### src/rtl/axi4_lite_read_slave.sv
// rtl/axi4_lite_read_slave.sv - AXI4-lite read slave with address decode and variable-latency backend
//
// Purpose: accepts one AR request at a time, range/alignment-checks it, fetches
// the word from a request/ack backend and returns it on the R channel.
// Optional feature macro: AXI4_LITE_READ_SLAVE_TIMEOUT_EN (backend wait limit of
// TIMEOUT_CYCLES; on expiry the read completes with SLVERR).
//
// Ports:
//   clk, rst        clock, asynchronous active-high reset
//   S_AXI_AR*       read address channel (ARADDR, ARVALID, ARREADY)
//   S_AXI_R*        read data channel (RDATA, RRESP, RVALID, RREADY)
//   mem_rd_req      backend request, held until mem_rd_ack
//   mem_rd_addr     byte offset into the decoded window (ARADDR - BASE_ADDR)
//   mem_rd_ack      single-cycle backend completion pulse
//   mem_rd_data     backend data, valid with mem_rd_ack
module axi4_lite_read_slave #(
  parameter int unsigned            ADDR_WIDTH     = 32,
  parameter int unsigned            DATA_WIDTH     = 32,
  parameter logic [ADDR_WIDTH-1:0]  BASE_ADDR      = '0,
  parameter int unsigned            MEM_SIZE       = 4096,
  parameter int unsigned            TIMEOUT_CYCLES = 256
) (
  input  logic                  clk,
  input  logic                  rst,
  input  logic [ADDR_WIDTH-1:0] S_AXI_ARADDR,
  input  logic                  S_AXI_ARVALID,
  output logic                  S_AXI_ARREADY,
  output logic [DATA_WIDTH-1:0] S_AXI_RDATA,
  output logic [1:0]            S_AXI_RRESP,
  output logic                  S_AXI_RVALID,
  input  logic                  S_AXI_RREADY,
  output logic                  mem_rd_req,
  output logic [ADDR_WIDTH-1:0] mem_rd_addr,
  input  logic                  mem_rd_ack,
  input  logic [DATA_WIDTH-1:0] mem_rd_data
);

  localparam int unsigned           WORD_BYTES = DATA_WIDTH / 8;
  localparam logic [ADDR_WIDTH-1:0] ALIGN_MASK = ADDR_WIDTH'(WORD_BYTES - 1);
  localparam logic [ADDR_WIDTH:0]   BASE_EXT   = {1'b0, BASE_ADDR};
  localparam logic [ADDR_WIDTH:0]   SIZE_EXT   = (ADDR_WIDTH + 1)'(MEM_SIZE);

  localparam logic [1:0] RESP_OKAY   = 2'b00;
  localparam logic [1:0] RESP_SLVERR = 2'b10;
  localparam logic [1:0] RESP_DECERR = 2'b11;

  typedef enum logic [1:0] {
    ST_IDLE    = 2'd0,
    ST_MEM_REQ = 2'd1,
    ST_RESP    = 2'd2
  } state_t;

  state_t                state;
  state_t                next_state;
  logic                  ready_en;
  logic [ADDR_WIDTH-1:0] off_q;
  logic [DATA_WIDTH-1:0] rdata_q;
  logic [1:0]            rresp_q;

  // Offset computed in ADDR_WIDTH+1 bits: the top bit is the borrow of
  // ARADDR - BASE_ADDR, so "below base" and "past the window" fall out of one
  // subtract and BASE_ADDR + MEM_SIZE can never wrap.
  logic [ADDR_WIDTH:0] ar_off;
  logic                in_range;
  logic                misaligned;
  logic                ar_fire;
  logic                timed_out;

  assign ar_off     = {1'b0, S_AXI_ARADDR} - BASE_EXT;
  assign in_range   = !ar_off[ADDR_WIDTH] && (ar_off < SIZE_EXT);
  assign misaligned = (S_AXI_ARADDR & ALIGN_MASK) != '0;
  assign ar_fire    = S_AXI_ARVALID && S_AXI_ARREADY;

`ifdef AXI4_LITE_READ_SLAVE_TIMEOUT_EN
  localparam int unsigned TO_W = $clog2(TIMEOUT_CYCLES + 1);

  logic [TO_W-1:0] to_cnt;

  // Counter holds at zero outside ST_MEM_REQ, so it is clear on entry. The
  // timeout fires in the cycle the count would reach TIMEOUT_CYCLES; an ack
  // in that same cycle takes priority.
  assign timed_out = (state == ST_MEM_REQ) && !mem_rd_ack &&
                     (to_cnt == TO_W'(TIMEOUT_CYCLES - 1));

  always_ff @(posedge clk or posedge rst) begin
    if (rst) begin
      to_cnt <= '0;
    end else if (state != ST_MEM_REQ) begin
      to_cnt <= '0;
    end else if (!mem_rd_ack) begin
      to_cnt <= to_cnt + TO_W'(1);
    end
  end
`else
  logic [31:0] unused_timeout_cycles;

  assign unused_timeout_cycles = TIMEOUT_CYCLES;
  assign timed_out             = 1'b0;
`endif

  // State register. ready_en keeps ARREADY low while reset is held and for
  // the first cycle after release.
  always_ff @(posedge clk or posedge rst) begin
    if (rst) begin
      state    <= ST_IDLE;
      ready_en <= 1'b0;
    end else begin
      state    <= next_state;
      ready_en <= 1'b1;
    end
  end

  // Next-state logic.
  always_comb begin
    next_state = state;
    case (state)
      ST_IDLE: begin
        if (ar_fire) begin
          next_state = (in_range && !misaligned) ? ST_MEM_REQ : ST_RESP;
        end
      end
      ST_MEM_REQ: begin
        if (mem_rd_ack || timed_out) begin
          next_state = ST_RESP;
        end
      end
      ST_RESP: begin
        if (S_AXI_RREADY) begin
          next_state = ST_IDLE;
        end
      end
      default: next_state = ST_IDLE;
    endcase
  end

  // Outputs decoded from registered state only.
  always_comb begin
    S_AXI_ARREADY = (state == ST_IDLE) && ready_en;
    S_AXI_RVALID  = (state == ST_RESP);
    mem_rd_req    = (state == ST_MEM_REQ);
    mem_rd_addr   = off_q;
    S_AXI_RDATA   = rdata_q;
    S_AXI_RRESP   = rresp_q;
  end

  // Address/response datapath. Nothing here changes in ST_RESP, which keeps
  // RDATA/RRESP stable until the R handshake.
  always_ff @(posedge clk or posedge rst) begin
    if (rst) begin
      off_q   <= '0;
      rdata_q <= '0;
      rresp_q <= RESP_OKAY;
    end else begin
      case (state)
        ST_IDLE: begin
          if (ar_fire) begin
            if (!in_range) begin
              rdata_q <= '0;
              rresp_q <= RESP_DECERR;
            end else if (misaligned) begin
              rdata_q <= '0;
              rresp_q <= RESP_SLVERR;
            end else begin
              off_q <= ar_off[ADDR_WIDTH-1:0];
            end
          end
        end
        ST_MEM_REQ: begin
          if (mem_rd_ack) begin
            rdata_q <= mem_rd_data;
            rresp_q <= RESP_OKAY;
          end else if (timed_out) begin
            rdata_q <= '0;
            rresp_q <= RESP_SLVERR;
          end
        end
        default: ;
      endcase
    end
  end

endmodule

### config.mk
export PLATFORM = sky130hd
export DESIGN_NAME = axi4_lite_read_slave
export DESIGN_NICKNAME = d
export VERILOG_FILES = /design/src/rtl/axi4_lite_read_slave.sv
export SDC_FILE = /design/constraint.sdc
export NUM_CORES = 1
export LEC_CHECK = 0
export CAP_MARGIN = 20
export CORE_MARGIN = 1.5
export CORE_UTILIZATION = 41
export CTS_CLUSTER_SIZE = 28
export DETAILED_ROUTE_END_ITERATION = 7
export PLACE_DENSITY = 0.84
export SYNTH_ARGS = -nofsm -noshare
export SYNTH_HDL_FRONTEND = slang
export SYNTH_SLANG_ARGS = --single-unit
### constraint.sdc
create_clock -name clk -period 7.02 [get_ports clk]
set_input_delay 1.755 -clock clk [delete_from_list [all_inputs] [get_ports clk]]
set_output_delay 1.755 -clock clk [all_outputs]
set_load 0.05 [all_outputs]
## Word-level counts from Yosys, hierarchy flattened

Cells that the tools add are included.

| storage, ports and cells | value |
|---|---|
| bits in registers | 69 |
| logic and storage cells | 38 |
| output and inout bits | 69 |
| input port bits | 69 |

| operators by class | value |
|---|---|
| bitwise gates (word level) | 1 |
| eq/ne operators | 6 |
| $lt $le $gt $ge | 1 |
| reductions and logical operators | 10 |
| multiplexer cells | 15 |

Operators by type and width:

| cell | count |
|---|---|
| $mux W32 | 4 |
| $pmux W32 S2 | 1 |
| $lt A32 B13 Y1 const B | 1 |
| $reduce_bool A32 Y1 | 1 |
| $mux W2 | 8 |
| $reduce_and A4 Y1 | 2 |
| $pmux W2 S3 | 1 |
| $ne A2 B1 Y1 const B | 2 |
| $pmux W2 S2 | 1 |
| $logic_and A1 B1 Y1 | 3 |
| $ne A3 B3 Y1 const B | 1 |
| $reduce_and A3 Y1 | 1 |
| $eq A2 B1 Y1 const B | 1 |
| $eq A2 B2 Y1 const B | 1 |
| $logic_not A2 Y1 | 1 |
| $ne A2 B2 Y1 const B | 1 |
| $reduce_bool A2 Y1 | 1 |
| $logic_not A1 Y1 | 1 |
| $not A1 Y1 | 1 |

## Depth between registers and ports, before layout

| logic depth | value |
|---|---|
| depth after elaboration | 6 |
| gate-level depth with buffers | 6 |
| mapped depth without buffers | 4 |

## Least setup slack after synthesis

Ideal clock, no wire load.

| path | value |
|---|---|
| path type | register -> output |
| start point | reg state[0] |
| end point | out S_AXI_ARREADY |
| stages on the path, launching flop included | 2 |
| buffers on the path | 0 |
| arrival | 1619 ps |
| data required time | 5265 ps |
| path slack | 3646 ps |
| cells stage by stage | dfrtp_1 > nor3b_1 |

| between the ends | value |
|---|---|
| longest elaborated chain between the ends | 2 |

RTL lines:

| what | line | source |
|---|---|---|
| start, declared | 53 | `state_t state;` |
| start signal, assigned | 108 | `state <= next_state;` |
| $logic_not A2 Y1 | 138 | `S_AXI_ARREADY = (state == ST_IDLE) && ready_en;` |
| $logic_and A1 B1 Y1 | 138 |  |
| end, declared | 27 | `output logic S_AXI_ARREADY,` |

No other way between the ends.

## Final worst setup path

Same ends and word-level chain as after synthesis.

==> impl_metrics.toml <==
[layout]
layout-drive-gt1-share = 0.1041
syn2layout_area_growth_pct = 64.95
stdcell_count = 392
fin_nets = 382
fin_util = 0.7041
fillers = 417
antenna_cells = 0

[synth]
syn_inst = 171
synth_edf_count = 0
synth-seq-cells = 69
synth_area_um2 = 2527
syn-num-nets = 240
synth_cell_types = 26
synth_area_per_cell_um2 = 14.78
synth.top_cell.area_share = 0.6832
yosys_warnings = 0
yosysSeqAreaShare = 0.6832
async_flop_share = 1.000
synthFlopType = "dfrtp_1"
synth_area_leaders = "dfrtp_1, a22o_1, nor2b_1"
yosysTopAreaCell = "dfrtp_1"

[clock_network]
cts_tree = "yes"
clkLatencyLatePin_ns = 0.34
cts_hold_buf = 0
cts_sinks = 69
numCtsBuffers = 9
htree_levels = 3
cts-resized-gates = 0
clk_pin_slew_ns = 0.07
cts_root_buf = "clkbuf_8"
clock_path_buffers = 2
post_cts_buffers = 0

[power_and_ir_drop]
report.power.total_mw = 0.7818
power.switching_mw = 0.1789
p_sw_frac = 0.2288
combPwrFrac = 0.091
cellInternalPower_mw = 0.6029
p_seq_frac = 0.513
power.density_nw_per_um2 = 187.5
irDropWorstVdd_mv = 0.1250
leakagePower_nw = 1.924
p_clk_frac = 0.396

[place]
place_inst = 376
hpwl_um = 4577
gp_congestion = 0.6998
io_buffers = 137

[hold_path]
min_to = "S_AXI_RDATA[7]$_DFFE_PP0P_"
hp-class = "reg2reg"
worstHoldPathCells = 1
hold_start = "S_AXI_RDATA[7]$_DFFE_PP0P_"

[floorplanning]
die_x_um = 81.52
die_h_um = 81.52
die_area_um2 = 6645
rows = 28
fp.coreArea_um2 = 5921
start_util = 0.4269
io_pins = 138

[drt]
ant_nets = 0
drt-initial-drc-count = 92
drtPass1Iterations = 4
vias = 1946
via_per_inst = 4.964
drt-total-wl_um = 6350
avgRoutedWirePerCell_um = 16.20
drcViolationCount = 0

[sta]
tns_ns = 0
report.final.slew_viol_count = 0
fin_skew_ns = 0.01154
rsz0062_at_grt = "false"
tightest_slew_ns = 0.8369
finalSetupViolations = 0
finalHoldViolations = 0
relSlewSlack = 0.4421
hold_slack_ns = 0.4969
fmax_ghz = 0.2671
period_minus_slack_ns = 3.745
final.period_utilization = 0.5334

[critical_path]
cpPeakStageDelay_ns = 0.88
required_ns = 5.27
r2r_setup_slack_ns = 4.92
path_max_fanout = 6
cpLargestDelayFamily = "buffers and inverters"
crit_chain = "nor3b_1 -> clkdlybuf4s50_1"
reg2reg_from = "state[1]$_DFFE_PP0P_"
arrival_ns = 1.99
path_buf_inv = 1
r2r_end = "mem_rd_addr[4]$_DFFE_PP0P_"
startpoint_type = "flop"
slowest_stage = "clkdlybuf4s50_1"
end_kind = "output port"
worst-path-stages = 2
reg2regPathDepth = 5
path_class = "reg2out"

[global_routing]
grt_max_degree = 70
grtUsageTotal = 0.2046
overflow = 0
antenna_found_initial = 0
grt_pass1_vias = 1991
grt_pass1_wl_um = 9901

[outcome]
status = "finished clean"

[job]
cap_violations = 0
## cells in the mapped netlist (all sizes together), types with 2 or more instances
| cell type | count |
|---|---|
| dfrtp | 69 |
| mux2 | 10 |
| nor4 | 5 |
| a22o | 32 |
| buf | 6 |
| nor2b | 23 |
| inv | 4 |
| clkbuf | 4 |
| nor3 | 2 |
| a21o | 2 |
## layout by cell type (no fill, tap or decap), types with 2 or more instances in the layout
master / Yosys / layout
clkbuf_8: 0 / 9
clkdlybuf4s50_1: 0 / 137
nor4_1: 5 / 5
mux2_2: 10 / 10
dfrtp_1: 69 / 69
clkinv_2: 0 / 2
a21o_1: 2 / 2
buf_4: 0 / 2
a22o_1: 32 / 32
clkinv_4: 0 / 2
nor2b_1: 23 / 23
inv_1: 4 / 3
## power groups by stage
stage	registers [mW]	logic (mW)	clock network, mW
finish	0.401	0.0709	0.309
global route	0.401	0.0771	0.337
CTS	0.401	0.0722	0.314
detailed placement	0.409	0.0720	0
global placement	0.409	0.0697	0
floorplan	0.412	0.0207	0
## flip-flops by register name, summed over array words and instances (netlist names)
name / cells
S_AXI_RDATA: 32
mem_rd_addr: 32
state: 2
S_AXI_RRESP: 2
ready_en: 1
## logic make-up after synthesis
| logic type | after synthesis | share of synthesized area |
|---|---|---|
| AOI/OAI and AO/OA | 38 | 0.1342 |
| buffers and inverters | 14 | 0.03366 |
| DFF | 69 | 0.6832 |
| muxes | 10 | 0.04456 |
| other | 1 | 0.001484 |
| and+or+nand+nor | 39 | 0.1030 |
## routing by layer
metal | vias to the layer above | wire length (um) | global-route usage
li1 | 894 | - | -
met1 | 952 | 2657 | 0.2558
met2 | 92 | 3017 | 0.3231
met3 | 8 | 592 | 0.08111
met4 | 0 | 84 | 0.06897
met5 | - | 0 | 0
## final cells by class
class / count / area (um2) / share of cell area
sequential: 69 / 1727 / 0.4142
timing repair buffer: 141 / 1429 / 0.3427
multi-input combinational: 88 / 715.7 / 0.1717
clock buffer: 9 / 123.9 / 0.02971
tap: 75 / 93.84 / 0.02251
clock inverter: 6 / 65.06 / 0.01561
inverter: 4 / 15.01 / 0.003601
## how the worst max path moves through the flow
stage,start,to,slack [ns]
3_3_place_gp,S_AXI_ARADDR[1],state[1]$_DFFE_PP0P_,2.80
5_1_grt,state[0]$_DFFE_PP0P_,S_AXI_ARREADY,3.17
6_report,state[0]$_DFFE_PP0P_,S_AXI_ARREADY,3.28
3_5_place_dp,mem_rd_ack,S_AXI_RDATA[20]$_DFFE_PP0P_,2.91
4_1_cts,mem_rd_ack,S_AXI_RDATA[11]$_DFFE_PP0P_,3.24
2_1_floorplan,rst,S_AXI_RDATA[0]$_DFFE_PP0P_,3.53
## stage by stage
step           instance area (um2)  setup slack, ns
4_1_cts                       4141            3.240
6_report                      4169            3.275
3_5_place_dp                  3953            2.913
5_1_grt                       4169            3.175
3_3_place_gp                  3938            2.798
2_1_floorplan                 2527            3.525
No activity file was read; power rests on OpenSTA's default activity.
